$ cat src/rtl/mem_pkg.sv
// Shared definitions for the UART-addressed 16-bit register memory.
// Optional feature macro: MEM_RD_CHECKSUM_EN adds the checksum-byte states.
package mem_pkg;

    localparam int ADDR_W = 8;
    localparam int DATA_W = 16;

    // Command byte upper nibble; the lower nibble carries the word address.
    localparam logic [3:0] CMD_WR = 4'b0110;
    localparam logic [3:0] CMD_RD = 4'b0111;

    typedef enum logic [2:0] {
        ST_IDLE,
        ST_RD_WAIT,
        ST_SEND_HI,
        ST_HOLD_HI,
        ST_SEND_LO,
        ST_HOLD_LO
`ifdef MEM_RD_CHECKSUM_EN
        ,
        ST_SEND_CK,
        ST_HOLD_CK
`endif
    } rd_state_e;

endpackage

$ cat src/rtl/mem_rd_resp_if.sv
// Signal bundle between the read responder and its environment
// (UART receiver, memory read port, UART transmitter).
interface mem_rd_resp_if;
    import mem_pkg::*;

    logic              data_rdy;
    logic [7:0]        data_in;
    logic              rd_en;
    logic [ADDR_W-1:0] rd_addr;
    logic [DATA_W-1:0] rd_data;
    logic              tx_start;
    logic [7:0]        tx_data;
    logic              tx_busy;
    logic              busy;

    // Responder side.
    modport master (
        input  data_rdy, data_in, rd_data, tx_busy,
        output rd_en, rd_addr, tx_start, tx_data, busy
    );

    // Environment side.
    modport slave (
        output data_rdy, data_in, rd_data, tx_busy,
        input  rd_en, rd_addr, tx_start, tx_data, busy
    );

endinterface

$ cat src/rtl/edge_detector.sv
// Rising-edge detector: one-cycle pulse in the first cycle a level is seen high.
module edge_detector (
    input  logic clk,
    input  logic rst_n,
    input  logic sig_i,
    output logic pulse_o
);

    logic sig_q;

    // Remember the previous level of the input.
    always_ff @(posedge clk or negedge rst_n) begin
        // NOTE: sequential state uses non-blocking assignments so every flop
        // samples pre-edge values regardless of block evaluation order.
        if (!rst_n) begin
            sig_q <= 1'b0;
        end else begin
            sig_q <= sig_i;
        end
    end

    // Combinational so the pulse is valid in the same cycle the level rises.
    assign pulse_o = sig_i & ~sig_q;

endmodule

$ cat src/rtl/mem_rd_resp.sv
// UART-side read responder: accepts 0111aaaa commands, reads the addressed
// 16-bit word and transmits it high byte first.
// Optional feature macro: MEM_RD_CHECKSUM_EN appends a third byte hi^lo.
module mem_rd_resp #(
    parameter int RD_LAT = 1  // memory read latency, legal range 1..3
) (
    input logic          clk_in,
    input logic          reset,
    mem_rd_resp_if.master bus
);
    import mem_pkg::*;

    localparam logic [1:0] LAT_LOAD = 2'(RD_LAT);

    rd_state_e         state_q;
    logic [1:0]        lat_cnt_q;
    logic [DATA_W-1:0] word_q;
    logic              rd_en_q;
    logic [ADDR_W-1:0] rd_addr_q;
    logic              tx_start_q;
    logic [7:0]        tx_data_q;
    logic              busy_q;
    logic              rdy_pulse;

    edge_detector u_rdy_edge (
        .clk     (clk_in),
        .rst_n   (reset),
        .sig_i   (bus.data_rdy),
        .pulse_o (rdy_pulse)
    );

    // Command FSM with read-latency counter and registered outputs.
    always_ff @(posedge clk_in or negedge reset) begin
        if (!reset) begin
            state_q    <= ST_IDLE;
            lat_cnt_q  <= '0;
            word_q     <= '0;
            rd_en_q    <= 1'b0;
            rd_addr_q  <= '0;
            tx_start_q <= 1'b0;
            tx_data_q  <= '0;
            busy_q     <= 1'b0;
        end else begin
            // Strobes fall back low every cycle so they are single-cycle pulses.
            rd_en_q    <= 1'b0;
            tx_start_q <= 1'b0;
            case (state_q)
                ST_IDLE: begin
                    if (rdy_pulse && bus.data_in[7:4] == CMD_RD) begin
                        rd_addr_q <= {4'h0, bus.data_in[3:0]};
                        rd_en_q   <= 1'b1;
                        lat_cnt_q <= LAT_LOAD;
                        busy_q    <= 1'b1;
                        state_q   <= ST_RD_WAIT;
                    end
                end
                ST_RD_WAIT: begin
                    // Data is sampled RD_LAT+1 edges after the accepting edge.
                    if (lat_cnt_q == 2'd0) begin
                        word_q  <= bus.rd_data;
                        state_q <= ST_SEND_HI;
                    end else begin
                        lat_cnt_q <= lat_cnt_q - 2'd1;
                    end
                end
                ST_SEND_HI: begin
                    if (!bus.tx_busy) begin
                        tx_data_q  <= word_q[15:8];
                        tx_start_q <= 1'b1;
                        state_q    <= ST_HOLD_HI;
                    end
                end
                // The transmitter raises tx_busy one cycle late; ignore it here.
                ST_HOLD_HI: state_q <= ST_SEND_LO;
                ST_SEND_LO: begin
                    if (!bus.tx_busy) begin
                        tx_data_q  <= word_q[7:0];
                        tx_start_q <= 1'b1;
                        state_q    <= ST_HOLD_LO;
                    end
                end
`ifdef MEM_RD_CHECKSUM_EN
                ST_HOLD_LO: state_q <= ST_SEND_CK;
                ST_SEND_CK: begin
                    if (!bus.tx_busy) begin
                        tx_data_q  <= word_q[15:8] ^ word_q[7:0];
                        tx_start_q <= 1'b1;
                        state_q    <= ST_HOLD_CK;
                    end
                end
                ST_HOLD_CK: begin
                    busy_q  <= 1'b0;
                    state_q <= ST_IDLE;
                end
`else
                ST_HOLD_LO: begin
                    busy_q  <= 1'b0;
                    state_q <= ST_IDLE;
                end
`endif
                default: begin
                    busy_q  <= 1'b0;
                    state_q <= ST_IDLE;
                end
            endcase
        end
    end

    assign bus.rd_en    = rd_en_q;
    assign bus.rd_addr  = rd_addr_q;
    assign bus.tx_start = tx_start_q;
    assign bus.tx_data  = tx_data_q;
    assign bus.busy     = busy_q;

endmodule

$ cat src/flat_wrapper.sv
// flat-port wrapper written by rule: the top's interface ports become plain ports
module mem_rd_resp_flat import mem_pkg::*;
#(
    parameter int RD_LAT = 1                                          
)
  (clk_in, reset, bus_data_rdy, bus_data_in, bus_rd_data, bus_tx_busy, bus_rd_en, bus_rd_addr, bus_tx_start, bus_tx_data, bus_busy);
  mem_rd_resp_if bus_i ();
  input logic clk_in;
  input logic reset;
  input wire logic [$bits(bus_i.data_rdy)-1:0] bus_data_rdy;
  input wire logic [$bits(bus_i.data_in)-1:0] bus_data_in;
  input wire logic [$bits(bus_i.rd_data)-1:0] bus_rd_data;
  input wire logic [$bits(bus_i.tx_busy)-1:0] bus_tx_busy;
  output wire logic [$bits(bus_i.rd_en)-1:0] bus_rd_en;
  output wire logic [$bits(bus_i.rd_addr)-1:0] bus_rd_addr;
  output wire logic [$bits(bus_i.tx_start)-1:0] bus_tx_start;
  output wire logic [$bits(bus_i.tx_data)-1:0] bus_tx_data;
  output wire logic [$bits(bus_i.busy)-1:0] bus_busy;
  assign bus_i.data_rdy = bus_data_rdy;
  assign bus_i.data_in = bus_data_in;
  assign bus_i.rd_data = bus_rd_data;
  assign bus_i.tx_busy = bus_tx_busy;
  assign bus_rd_en = bus_i.rd_en;
  assign bus_rd_addr = bus_i.rd_addr;
  assign bus_tx_start = bus_i.tx_start;
  assign bus_tx_data = bus_i.tx_data;
  assign bus_busy = bus_i.busy;
  mem_rd_resp #(.RD_LAT(RD_LAT)) u_core (.clk_in(clk_in), .reset(reset), .bus(bus_i));
endmodule
$ cat config.mk
export PLATFORM = sky130hd
export DESIGN_NAME = mem_rd_resp_flat
export DESIGN_NICKNAME = d
export VERILOG_FILES = /design/src/rtl/mem_pkg.sv /design/src/rtl/mem_rd_resp_if.sv /design/src/rtl/edge_detector.sv /design/src/rtl/mem_rd_resp.sv /design/src/flat_wrapper.sv
export SDC_FILE = /design/constraint.sdc
export NUM_CORES = 1
export LEC_CHECK = 0
export ABC_CLOCK_PERIOD_IN_PS = 2100
export BUFFER_PORTS_ARGS = -buffer_cell sky130_fd_sc_hd__buf_2
export CORE_MARGIN = 2
export CORE_UTILIZATION = 51
export DETAILED_ROUTE_END_ITERATION = 10
export GPL_TIMING_DRIVEN = 0
export PLACE_DENSITY = 0.78
export SLEW_MARGIN = 40
export SYNTH_ARGS = -nofsm -noshare
export SYNTH_HDL_FRONTEND = slang
export SYNTH_HIERARCHICAL = 1
export SYNTH_SLANG_ARGS = --single-unit
$ cat constraint.sdc
create_clock -name clk_in -period 2.1 [get_ports clk_in]
set_clock_uncertainty 0.1 [all_clocks]
set_input_delay 0.42 -clock clk_in [delete_from_list [all_inputs] [get_ports clk_in]]
set_output_delay 0.42 -clock clk_in [all_outputs]
set_load 0.005 [all_outputs]
==> summary.txt <==
Pwr
  – Total power: 2.86 mW
  – Leakage: 1.08 nW
  – P_sw: ~0.83 mW
  – Sw Share: 0.290
  – VDD IR max: between 600 and 700 µV
  – Clk pwr share: 0.179
  – Seq pwr share: 0.412
  – Comb pwr share: 0.410
  – Cell area power density: between 1000 and 1500 nW/µm²
  – Internal: a little over 2 mW

Worst setup path
  – Reg2Reg Setup Slack: 0.13 ns
  – Critical Path Source Type: register
  – FF-to-FF path depth: 6
  – Crit end category: register
  – Worst setup path class: reg -> reg
  – CP Cell Sequence: inv_1 -> ha_1 -> nand2_1 -> nor3_4 -> buf_4 -> mux2_2
  – Reg2reg end: u_core/word_q[1]
  – Critical register-to-register path startpoint: u_core/lat_cnt_q[0]
  – Crit-path max cell delay: about 0.42 ns
  – CP max FO: 10
  – Worst path arrival time: 2.10 ns
  – WP data required: ~2.2 ns
  – Critical Path Slowest Stage Cell: dfrtp_1

Synthesis
  – Sequential fraction of the synthesis area: 0.542
  – Synth Instances: roughly 120
  – Synth Cell Area: about 1700 µm²
  – Mean Syn Cell Area: 14.7 µm²
  – Synth area leader: dfrtp_1
  – Async set-or-reset flop fraction in the synthesized netlist: 1.00
  – Top cells by count, synth: dfrtp_1 (37), mux2_2 (21), mux2_4 (16)
  – Most common cell in the netlist: dfrtp_1
  – Top cells by area, synth: dfrtp_1 (54%), mux2_4 (14%), mux2_2 (14%)
  – Synthesized flop and latch total: 37
  – Synth top area share: 0.542
  – Yosys warnings: 6
  – Synth cell types: 26
  – EDFF count, synth: 0
  – Main synth FF type: dfrtp_1

Drt
  – Post-DR vias/cell: between 4 and 5
  – Pre-antenna DRT Iters: 4
  – 1st-iter DRT viols: 20
  – DRC viols: 0
  – Routed len/inst: 13.4 µm
  – Vias: about 1100
  – Final WL: between 2000 and 3000 µm
  – Final ANT Viol Nets: 0

Global route
  – Pin count of the biggest net entering global routing: 38
  – Number of global-route vias before repair: ~970
  – Global Route Usage Sum: 0.165
  – First-pass GRT wire length: around 4500 µm
  – Initial antenna violation count: 0
  – Total grt overflow: 0

Layout
  – Register area: about 930 µm²
  – Final nets: approximately 200
  – # diodes: 0
  – Multi-input gate area in the final layout: 714 µm²
  – Layout area overhead: 24.6%
  – Layout cells sized above 1: 0.600
  – # fillers: 258

STA
  – Slew @ Worst Pin: 0.635 ns
  – Final setup viols: 0
  – Final worst-path cycle share: 0.938
  – Hold Vio Cnt, Final: 0
  – RSZ-0062 raised after global routing: false
  – Minimum clock period: slightly below 2 ns
  – Relative slew slack: 0.575
  – Final hold slack: between 0.09 and 0.1 ns
  – Final Max Slew Viols: 0
  – Max Fclk: just over 500 MHz
  – Setup tns final: 0 ns

Placed design
  – Port bufs: 42
  – Global placement routability congestion: 0.733
  – Dpl hpwl: around 2100 µm

Worst hold path
  – Hold path cells: 1
  – Worst min path class: in -> reg
  – Hold endpoint: u_core/u_rdy_edge/sig_q
  – Hold Startpoint: bus_data_rdy

Floorplanning
  – Die extent in x: 61.9 µm
  – Core area: 3280 µm²
  – Die Y: 61.9 µm
  – Effective utilization at floorplan: 0.520
  – Row count: 21
  – Die Footprint: around 3800 µm²
  – IO Pins: 47

Clock tree
  – Clk slew on worst S/H paths: 0.10 ns
  – CTS max path bufs: 2
  – CTS sink count: 37
  – Clk Latency, worst-skew pair: ~0.34 ns
  – Root Driver: clkbuf_4
  – CTS tree: built
  – H-tree depth: 2
  – TritonCTS Buffers: 5

Job
  – Max-capacitance violation count: 0

Run status
  – Status: finished clean
[layout make-up]
cell class / instances / share of cell area
Buffer: 10 / 0.0347
Clock buffer: 7 / 0.0259
Clock inverter: 1 / 0.0141
Inverter: 3 / 0.00529
Multi-Input combinational cell: 69 / 0.336
Sequential cell: 37 / 0.435
Tap cell: 46 / 0.0270
Timing Repair Buffer: 48 / 0.122
[per-stage QoR]
step	instances	worst slack, ns	instance area, µm²	util
4_1_cts	215	0.107	2080	0.633
3_5_place_dp	207	-0.0230	1990	0.605
6_report	221	0.129	2130	0.648
3_3_place_gp	207	0.0162	1990	0.605
5_1_grt	221	0.00850	2130	0.648
2_1_floorplan	119	0.269	1720	-
[kinds of logic after synthesis]
kind of cell,Yosys count,share of synthesized area
xor+xnor,1,0.00953
mux,37,0.279
simple gates,18,0.0799
compound gates,8,0.0300
other cells,1,0.00220
fa+ha+maj,1,0.00732
flops,37,0.542
buf+inv,13,0.0498
[critical path, delay by kind of cell (launching register included)]
kind | cells | cell delay [ns]
AND/OR/NAND/NOR | 2 | 0.47
flip-flops | 1 | 0.42
multiplexers | 1 | 0.35
adder cells (fa/ha/maj) | 1 | 0.19
buffers and inverters | 2 | 0.33
[power by group through the flow]
| stage | combinational, mW | clock (mW) | sequential [mW] |
|---|---|---|---|
| 2_1_floorplan | 0.865 | 0 | 1.17 |
| 3_3_place_gp | 1.10 | 0 | 1.17 |
| 3_5_place_dp | 1.15 | 0 | 1.19 |
| 4_1_cts | 1.16 | 0.530 | 1.18 |
| 5_1_grt | 1.28 | 0.564 | 1.22 |
| 6_report | 1.17 | 0.511 | 1.18 |
[cell usage in the layout, fill, tap and decap left out, drive strengths merged]
cell | synthesis | final
nand2b | 2 | 2
nor4b | 3 | 3
a211o | 1 | 1
nor2b | 1 | 1
dfrtp | 37 | 37
or3b | 1 | 1
buf | 10 | 57
nand2 | 2 | 2
o21ai | 2 | 2
inv | 3 | 3
clkbuf | 0 | 7
nor2 | 3 | 3
and4b | 1 | 1
mux2 | 37 | 37
conb | 1 | 4
xnor2 | 1 | 1
and4 | 1 | 1
nor4 | 1 | 1
ha | 1 | 1
nor3 | 3 | 3
a211oi | 3 | 3
bufinv | 0 | 1
dlygate4sd3 | 0 | 1
a21oi | 2 | 2
[flip-flops by register name, summed over array words and instances (netlist names)]
signal                   cells
u_core/bus.busy              1
u_core/bus.rd_addr           4
u_core/bus.rd_en             1
u_core/bus.tx_data           8
u_core/bus.tx_start          1
u_core/lat_cnt_q             2
u_core/state_q               3
u_core/u_rdy_edge/sig_q      1
u_core/word_q               16
[routing by layer]
layer | up-vias | share of wire | wire [µm] | GRT usage
met5 | - | 0 | 0 | 0
met3 | 5 | 0.073 | 218 | 0.0497
met2 | 40 | 0.48 | 1430 | 0.259
met1 | 522 | 0.43 | 1280 | 0.209
met4 | 0 | 0.013 | 38 | 0.0821
li1 | 521 | - | - | -
[worst max-delay path by stage]
stage	depth (start not counted)	end	start	slack, ns
2_1_floorplan	6	u_core/word_q[0]	u_core/lat_cnt_q[0]	0.27
3_3_place_gp	6	u_core/word_q[14]	u_core/lat_cnt_q[0]	0.02
3_5_place_dp	6	u_core/word_q[10]	u_core/lat_cnt_q[0]	-0.02
4_1_cts	6	u_core/word_q[1]	u_core/lat_cnt_q[0]	0.11
5_1_grt	6	u_core/word_q[10]	u_core/lat_cnt_q[0]	0.008
6_report	6	u_core/word_q[1]	u_core/lat_cnt_q[0]	0.13
[what timing repair did]
action,CTS,global route
gates resized for setup,1,0
hold endpoints to repair,0,37
hold buffers,0,1
setup endpoints to repair,10,10
buffers inserted,0,5
pin swaps,0,1
(Power assumes the default switching activity.)
